==> src/rtl/instr_fetch_mem_if.sv <==
// Fetch and word-load bus between the fetch stage / loader (master) and the
// instruction memory (slave).
interface instr_fetch_mem_if #(
    parameter int ADDR_W = 8
);
    logic              fetch_req;
    logic [ADDR_W-1:0] fetch_addr;
    logic              fetch_ready;
    logic              fetch_valid;
    logic [31:0]       fetch_instr;
    logic              fetch_fault;

    logic              load_en;
    logic [ADDR_W-1:0] load_addr;
    logic [31:0]       load_word;
    logic              load_ready;
    logic              load_err;

    modport master (
        output fetch_req, fetch_addr, load_en, load_addr, load_word,
        input  fetch_ready, fetch_valid, fetch_instr, fetch_fault, load_ready, load_err
    );

    modport slave (
        input  fetch_req, fetch_addr, load_en, load_addr, load_word,
        output fetch_ready, fetch_valid, fetch_instr, fetch_fault, load_ready, load_err
    );
endinterface

==> src/rtl/instr_fetch_mem.sv <==
// Byte-addressed big-endian instruction memory with a latency-configurable
// registered fetch port and a word-load port. Storage is four byte-lane RAMs.
module instr_fetch_mem #(
    parameter int ADDR_W  = 8,
    parameter int DEPTH   = 256,
    parameter int LATENCY = 1
) (
    input logic              clk,
    input logic              rst,
    instr_fetch_mem_if.slave bus
);
    localparam int WORDS = DEPTH / 4;
    localparam int IDX_W = (WORDS > 1) ? $clog2(WORDS) : 1;
    localparam logic [ADDR_W-1:0] LAST_WORD  = ADDR_W'(DEPTH - 4);
    // Edges spent in BUSY; the word is read on the last of them.
    localparam logic [3:0]        BUSY_EDGES = 4'(LATENCY - 1);

    typedef enum logic {IDLE, BUSY} state_t;

    state_t            state_reg, state_next;
    logic [3:0]        cnt_reg, cnt_next;
    logic [ADDR_W-1:0] addr_reg, addr_next;
    logic              fetch_valid_reg;
    logic              fetch_fault_reg;
    logic              load_err_reg;

    logic              fetch_accept;
    logic              load_accept;
    logic              read_fire;
    logic [ADDR_W-1:0] rd_addr;
    logic              rd_fault;
    logic [IDX_W-1:0]  rd_idx;
    logic [IDX_W-1:0]  wr_idx;

    function automatic logic bad_addr(input logic [ADDR_W-1:0] a);
        return (a[1:0] != 2'b00) || (a > LAST_WORD);
    endfunction

    always_comb begin
        state_next       = state_reg;
        cnt_next         = cnt_reg;
        addr_next        = addr_reg;
        fetch_accept     = 1'b0;
        load_accept      = 1'b0;
        read_fire        = 1'b0;
        bus.fetch_ready  = 1'b0;
        bus.load_ready   = 1'b0;
        case (state_reg)
            IDLE: begin
                bus.load_ready  = 1'b1;
                bus.fetch_ready = !bus.load_en;
                load_accept     = bus.load_en && !bad_addr(bus.load_addr);
                fetch_accept    = bus.fetch_req && !bus.load_en;
                if (fetch_accept) begin
                    // Single-cycle latency reads on the acceptance edge itself.
                    read_fire = (LATENCY == 1);
                    if (LATENCY > 1) begin
                        state_next = BUSY;
                        cnt_next   = BUSY_EDGES;
                        addr_next  = bus.fetch_addr;
                    end
                end
            end
            BUSY: begin
                cnt_next = cnt_reg - 4'd1;
                if (cnt_reg == 4'd1) begin
                    read_fire  = 1'b1;
                    state_next = IDLE;
                end
            end
            default: state_next = IDLE;
        endcase
    end

    assign rd_addr  = (state_reg == IDLE) ? bus.fetch_addr : addr_reg;
    assign rd_fault = bad_addr(rd_addr);
    assign rd_idx   = rd_addr[IDX_W+1:2];
    assign wr_idx   = bus.load_addr[IDX_W+1:2];

    always_ff @(posedge clk) begin
        if (rst) begin
            state_reg       <= IDLE;
            cnt_reg         <= 4'd0;
            addr_reg        <= '0;
            fetch_valid_reg <= 1'b0;
            fetch_fault_reg <= 1'b0;
            load_err_reg    <= 1'b0;
        end else begin
            state_reg       <= state_next;
            cnt_reg         <= cnt_next;
            addr_reg        <= addr_next;
            fetch_valid_reg <= read_fire;
            if (read_fire) begin
                fetch_fault_reg <= rd_fault;
            end
            load_err_reg    <= bus.load_en && !load_accept;
        end
    end

    // Lane gi holds byte gi of every word, so lane 0 is the most significant
    // byte. The RAM contents come up zero from configuration and survive rst.
    genvar gi;
    generate
        for (gi = 0; gi < 4; gi++) begin : g_lane
            logic [7:0] mem [WORDS];
            logic [7:0] rd_byte_reg;

            always_ff @(posedge clk) begin
                if (!rst && load_accept) begin
                    mem[wr_idx] <= bus.load_word[31-8*gi -: 8];
                end
            end

            always_ff @(posedge clk) begin
                if (rst) begin
                    rd_byte_reg <= 8'h00;
                end else if (read_fire) begin
                    rd_byte_reg <= rd_fault ? 8'h00 : mem[rd_idx];
                end
            end
        end
    endgenerate

    assign bus.fetch_instr = {g_lane[0].rd_byte_reg, g_lane[1].rd_byte_reg,
                              g_lane[2].rd_byte_reg, g_lane[3].rd_byte_reg};
    assign bus.fetch_valid = fetch_valid_reg;
    assign bus.fetch_fault = fetch_fault_reg;
    assign bus.load_err    = load_err_reg;
endmodule

==> src/flat_wrapper.sv <==
// flat-port wrapper written by rule: the top's interface ports become plain ports
module instr_fetch_mem_flat 
#(
    parameter int ADDR_W  = 8,
    parameter int DEPTH   = 256,
    parameter int LATENCY = 1
)
  (clk, rst, bus_fetch_req, bus_fetch_addr, bus_load_en, bus_load_addr, bus_load_word, bus_fetch_ready, bus_fetch_valid, bus_fetch_instr, bus_fetch_fault, bus_load_ready, bus_load_err);
  instr_fetch_mem_if #(.ADDR_W(ADDR_W)) bus_i ();
  input logic clk;
  input logic rst;
  input wire logic [$bits(bus_i.fetch_req)-1:0] bus_fetch_req;
  input wire logic [$bits(bus_i.fetch_addr)-1:0] bus_fetch_addr;
  input wire logic [$bits(bus_i.load_en)-1:0] bus_load_en;
  input wire logic [$bits(bus_i.load_addr)-1:0] bus_load_addr;
  input wire logic [$bits(bus_i.load_word)-1:0] bus_load_word;
  output wire logic [$bits(bus_i.fetch_ready)-1:0] bus_fetch_ready;
  output wire logic [$bits(bus_i.fetch_valid)-1:0] bus_fetch_valid;
  output wire logic [$bits(bus_i.fetch_instr)-1:0] bus_fetch_instr;
  output wire logic [$bits(bus_i.fetch_fault)-1:0] bus_fetch_fault;
  output wire logic [$bits(bus_i.load_ready)-1:0] bus_load_ready;
  output wire logic [$bits(bus_i.load_err)-1:0] bus_load_err;
  assign bus_i.fetch_req = bus_fetch_req;
  assign bus_i.fetch_addr = bus_fetch_addr;
  assign bus_i.load_en = bus_load_en;
  assign bus_i.load_addr = bus_load_addr;
  assign bus_i.load_word = bus_load_word;
  assign bus_fetch_ready = bus_i.fetch_ready;
  assign bus_fetch_valid = bus_i.fetch_valid;
  assign bus_fetch_instr = bus_i.fetch_instr;
  assign bus_fetch_fault = bus_i.fetch_fault;
  assign bus_load_ready = bus_i.load_ready;
  assign bus_load_err = bus_i.load_err;
  instr_fetch_mem #(.ADDR_W(ADDR_W), .DEPTH(DEPTH), .LATENCY(LATENCY)) u_core (.clk(clk), .rst(rst), .bus(bus_i));
endmodule
==> config.mk <==
export PLATFORM = sky130hd
export DESIGN_NAME = instr_fetch_mem_flat
export DESIGN_NICKNAME = d
export VERILOG_FILES = /design/src/rtl/instr_fetch_mem_if.sv /design/src/rtl/instr_fetch_mem.sv /design/src/flat_wrapper.sv
export SDC_FILE = /design/constraint.sdc
export NUM_CORES = 2
export LEC_CHECK = 0
export ABC_AREA = 1
export BUFFER_PORTS_ARGS = -buffer_cell sky130_fd_sc_hd__buf_2
export CAP_MARGIN = 20
export CELL_PAD_IN_SITES_DETAIL_PLACEMENT = 0
export CELL_PAD_IN_SITES_GLOBAL_PLACEMENT = 2
export CORE_MARGIN = 2
export CORE_UTILIZATION = 44
export CTS_CLUSTER_SIZE = 25
export DETAILED_ROUTE_END_ITERATION = 10
export GPL_TIMING_DRIVEN = 0
export MAX_ROUTING_LAYER = met4
export PLACE_DENSITY = 0.76
export SKIP_LAST_GASP = 1
export SLEW_MARGIN = 20
export SYNTH_ARGS = -nofsm -noshare
export SYNTH_HDL_FRONTEND = slang
export SYNTH_SLANG_ARGS = --single-unit
export TNS_END_PERCENT = 5
==> constraint.sdc <==
create_clock -name clk -period 4 [get_ports clk]
set_input_delay 0.2 -clock clk [delete_from_list [all_inputs] [get_ports clk]]
set_output_delay 0.2 -clock clk [all_outputs]
set_load 0.01 [all_outputs]
==> impl_results.rst <==
.. list-table::
   :header-rows: 1

   * - Metric
     - Value
   * - Outcome
     - finished with violations
   * - CP max FO
     - 10
   * - Reg-to-reg critical path endpoint
     - u_core.g_lane[2].rd_byte_reg[0]
   * - Remaining global-route overflow
     - 0
   * - Number of synthesized register bits
     - approximately 2100
   * - Die outline area
     - 0.195 mm^2
   * - RD Place Congestion
     - 0.941
   * - Number of nets in the final layout
     - between 7000 and 8000
   * - Final worst-path cycle share
     - 103%
   * - Data required time of the worst path
     - 4700 ps
   * - Reg-to-reg slack, setup
     - -110 ps
   * - Hold/Removal Path Class
     - in2reg
   * - Overall power of the completed layout
     - about 47 mW
   * - Sequential area share after synthesis
     - 73.8%
   * - CTS sink cnt
     - 2088
   * - Pin count of the biggest net entering global routing
     - 65
   * - Worst Hold Endpoint
     - u_core.bus.load_err
   * - Final-layout setup total negative slack
     - -254 ps
   * - Total detailed-routing wirelength
     - 296 mm
   * - Library cell used as clock root buffer
     - sky130_fd_sc_hd__clkbuf_16
   * - Number of instances in the synthesized netlist
     - between 6000 and 7000
   * - Worst-case headroom to the max-slew limit
     - 18.6%
   * - Met3 track demand over resource in global routing
     - 4.31%
   * - Nets in the synthesized netlist
     - about 7000
   * - Yosys Warn Count
     - 0
   * - Max-cap check violation count
     - 0
   * - Pins Over Slew Limit
     - 0
   * - Top Usage Layer GRT
     - met2
   * - Sequential standard cell area
     - 0.0623 mm^2
   * - Share of cells above drive strength 1
     - 12.3%
   * - Reg clk slew, reported paths
     - 60 ps
   * - Static Leak
     - 34.2 nW
   * - Hold path cells
     - 4
   * - IO Count
     - around 90
   * - Met1 capacity usage during global routing
     - 38.3%
   * - Unrepaired setup endpoints after global routing
     - true
   * - Layout fillers
     - 16600
   * - Synth unique cells
     - 20
   * - Number of setup violations in the final report
     - 9
   * - Final-report hold violation count
     - 0
   * - Number of buffers added by the clock tree synthesis step
     - 216
   * - TritonCTS clock tree
     - built
   * - First-pass GRT wire length
     - a little over 400 mm
   * - Clock insertion delay at the later pin of the skew report
     - 870 ps
   * - Final Hold Slack
     - 182 ps
   * - Skew final
     - 38.3 ps
   * - Maximum count of clock buffers along a single path
     - 3
   * - Areal power density over the cells
     - between 400 and 500 mW/mm^2
   * - Slew at the pin with the worst max-slew slack
     - 1220 ps
   * - Avg Synthesized Cell Area
     - 12.2 um^2
   * - Number of nets with antenna violations after detailed routing
     - 0
   * - Maximum clock frequency
     - around 240 MHz
   * - Syn-to-layout area delta
     - 15.8%
   * - Worst Hold Launch
     - bus_load_addr[0]
   * - Routed wirelength normalized by instance count
     - a little under 30 um
   * - Combined area of the multi-input logic cells
     - 0.0199 mm^2
   * - Port-buffer cells
     - 86
   * - Via density per instance
     - between 5 and 6
   * - Failing checks
     - setup timing
   * - Placement Cell Area
     - slightly above 0.09 mm^2
   * - Level count of the clock H-tree
     - 4
   * - Detail Placement HPWL
     - 214 mm
   * - Overall fraction of global-route tracks in use
     - 30.9%
   * - Met2 track demand over resource in global routing
     - 49.2%
   * - Start of the worst register-to-register path
     - u_core.state_reg
   * - Min Tclk post-route
     - just over 4000 ps
   * - Worst endpoint data arrival time
     - 4810 ps
   * - Finished layout cell area
     - roughly 0.098 mm^2
   * - Core region area
     - 0.190 mm^2
   * - Initial cell density of the core
     - 44.4%
   * - Via count of the first global-routing pass
     - 54600
   * - Capturing element type of the critical path
     - flip-flop
   * - Mapped cell area
     - 0.0844 mm^2
   * - First-pass DRT Iterations
     - 6
   * - Element type at the critical path start
     - flip-flop
   * - Overall via count from detail_route
     - 58000
   * - DRC
     - 0
   * - Chip Height
     - between 400 and 500 um
   * - Horiz. Die Dim
     - 442 um
   * - Number of flip-flops under the largest register name
     - 2048
   * - Core occupancy in the finished layout
     - 51.4%
   * - Register-to-Register Path Depth
     - 10
   * - Initial antenna violation count
     - 24
   * - Critical setup path kind
     - reg2reg
   * - Detailed Route Iter0 Violations
     - 6966
   * - Row count
     - 160
   * - Final WS setup
     - -110 ps
   * - Peak supply drop
     - 0.356 mV
[routing by layer]
| layer | up-vias | share of wire (%) |
|---|---|---|
| met5 | - | 0 |
| met4 | 0 | 6.2 |
| met3 | 593 | 7.2 |
| met2 | 2477 | 48 |
| met1 | 28700 | 39 |
| li1 | 26200 | - |
[Yosys cell counts, drive strengths merged]
library cell	number	area [um^2]
nand3	2576	12900
edfxtp	2048	61500
nand2	1549	5830
buf	408	2150
nor2	112	420
clkbuf	110	413
inv	52	200
dfxtp	40	801
a21oi	35	175
nor3	4	20.0
ha	2	25.0
a211oi	1	7.51
and3	1	6.26
nor4	1	6.26
[power by group]
group	internal [mW]	switching, mW
registers	24.0	0.0111
logic	0.734	2.45
clock network	11.1	8.47
total	35.9	10.9
[metrics by stage]
step                      setup WS, ps  instances
after detailed placement         -44.4       9617
after global placement           -1620       9536
after global routing              -124      10100
after CTS                         11.4      10100
final                             -110      10100
after floorplan                    828       6939
[layout by cell type (no fill, tap or decap), drive strengths merged, types with 2 or more instances in the layout]
cell	n
nor3	4
dfxtp	40
clkbuf	383
buf	580
inv	59
edfxtp	2048
nand3	2576
nand2	1549
nor2	112
bufinv	17
dlygate4sd3	36
ha	2
clkinv	106
a21oi	35
diode	12
[area by class of cell]
type,count,share of cell area [%]
well taps,2511,3.21
diodes,12,0.0307
inverters,52,0.209
plain buffers,518,2.63
multi-input cells,4281,20.3
repair buffers,208,2.98
flip-flops and latches,2088,63.7
clock inverters,131,1.06
clock buffers,273,5.83
[worst max-delay path: stages (launching register included)]
cell and delay (ps):
sky130_fd_sc_hd__dfxtp_1 300, sky130_fd_sc_hd__buf_4 170, sky130_fd_sc_hd__inv_6 210, sky130_fd_sc_hd__buf_4 290
sky130_fd_sc_hd__buf_4 230, sky130_fd_sc_hd__nand2_1 610, sky130_fd_sc_hd__clkinvlp_4 630, sky130_fd_sc_hd__buf_1 400
sky130_fd_sc_hd__nand3_1 420, sky130_fd_sc_hd__nand3_1 470, sky130_fd_sc_hd__a21oi_1 110
[worst max-delay path by stage]
stage | from | endpoint | slack, ps
after detailed placement | u_core.state_reg | u_core.g_lane[2].rd_byte_reg[0] | -40
after global placement | u_core.state_reg | u_core.g_lane[2].mem[50][3] | -1620
after global routing | u_core.state_reg | u_core.g_lane[1].mem[13][2] | -120
final | u_core.state_reg | u_core.g_lane[2].rd_byte_reg[0] | -110
after CTS | u_core.state_reg | u_core.g_lane[1].mem[29][4] | 10
after floorplan | u_core.state_reg | u_core.g_lane[0].mem[0][0] | 830
[what timing repair did]
action	CTS	global route
setup buffers	0	5
endpoints found under the hold margin	1520	64
setup endpoints to repair	7	128
resized for setup	2	0
hold buffers	35	1
pin swaps	0	1
[cell families after synthesis]
logic type                 Yosys count  share of synthesized area [%]
buffers and inverters              570                           3.27
AOI/OAI and AO/OA                   36                          0.216
and+or+nand+nor                   4243                           22.7
DFF                               2088                           73.8
adders and majority gates            2                         0.0296
(Power assumes the default switching activity.)
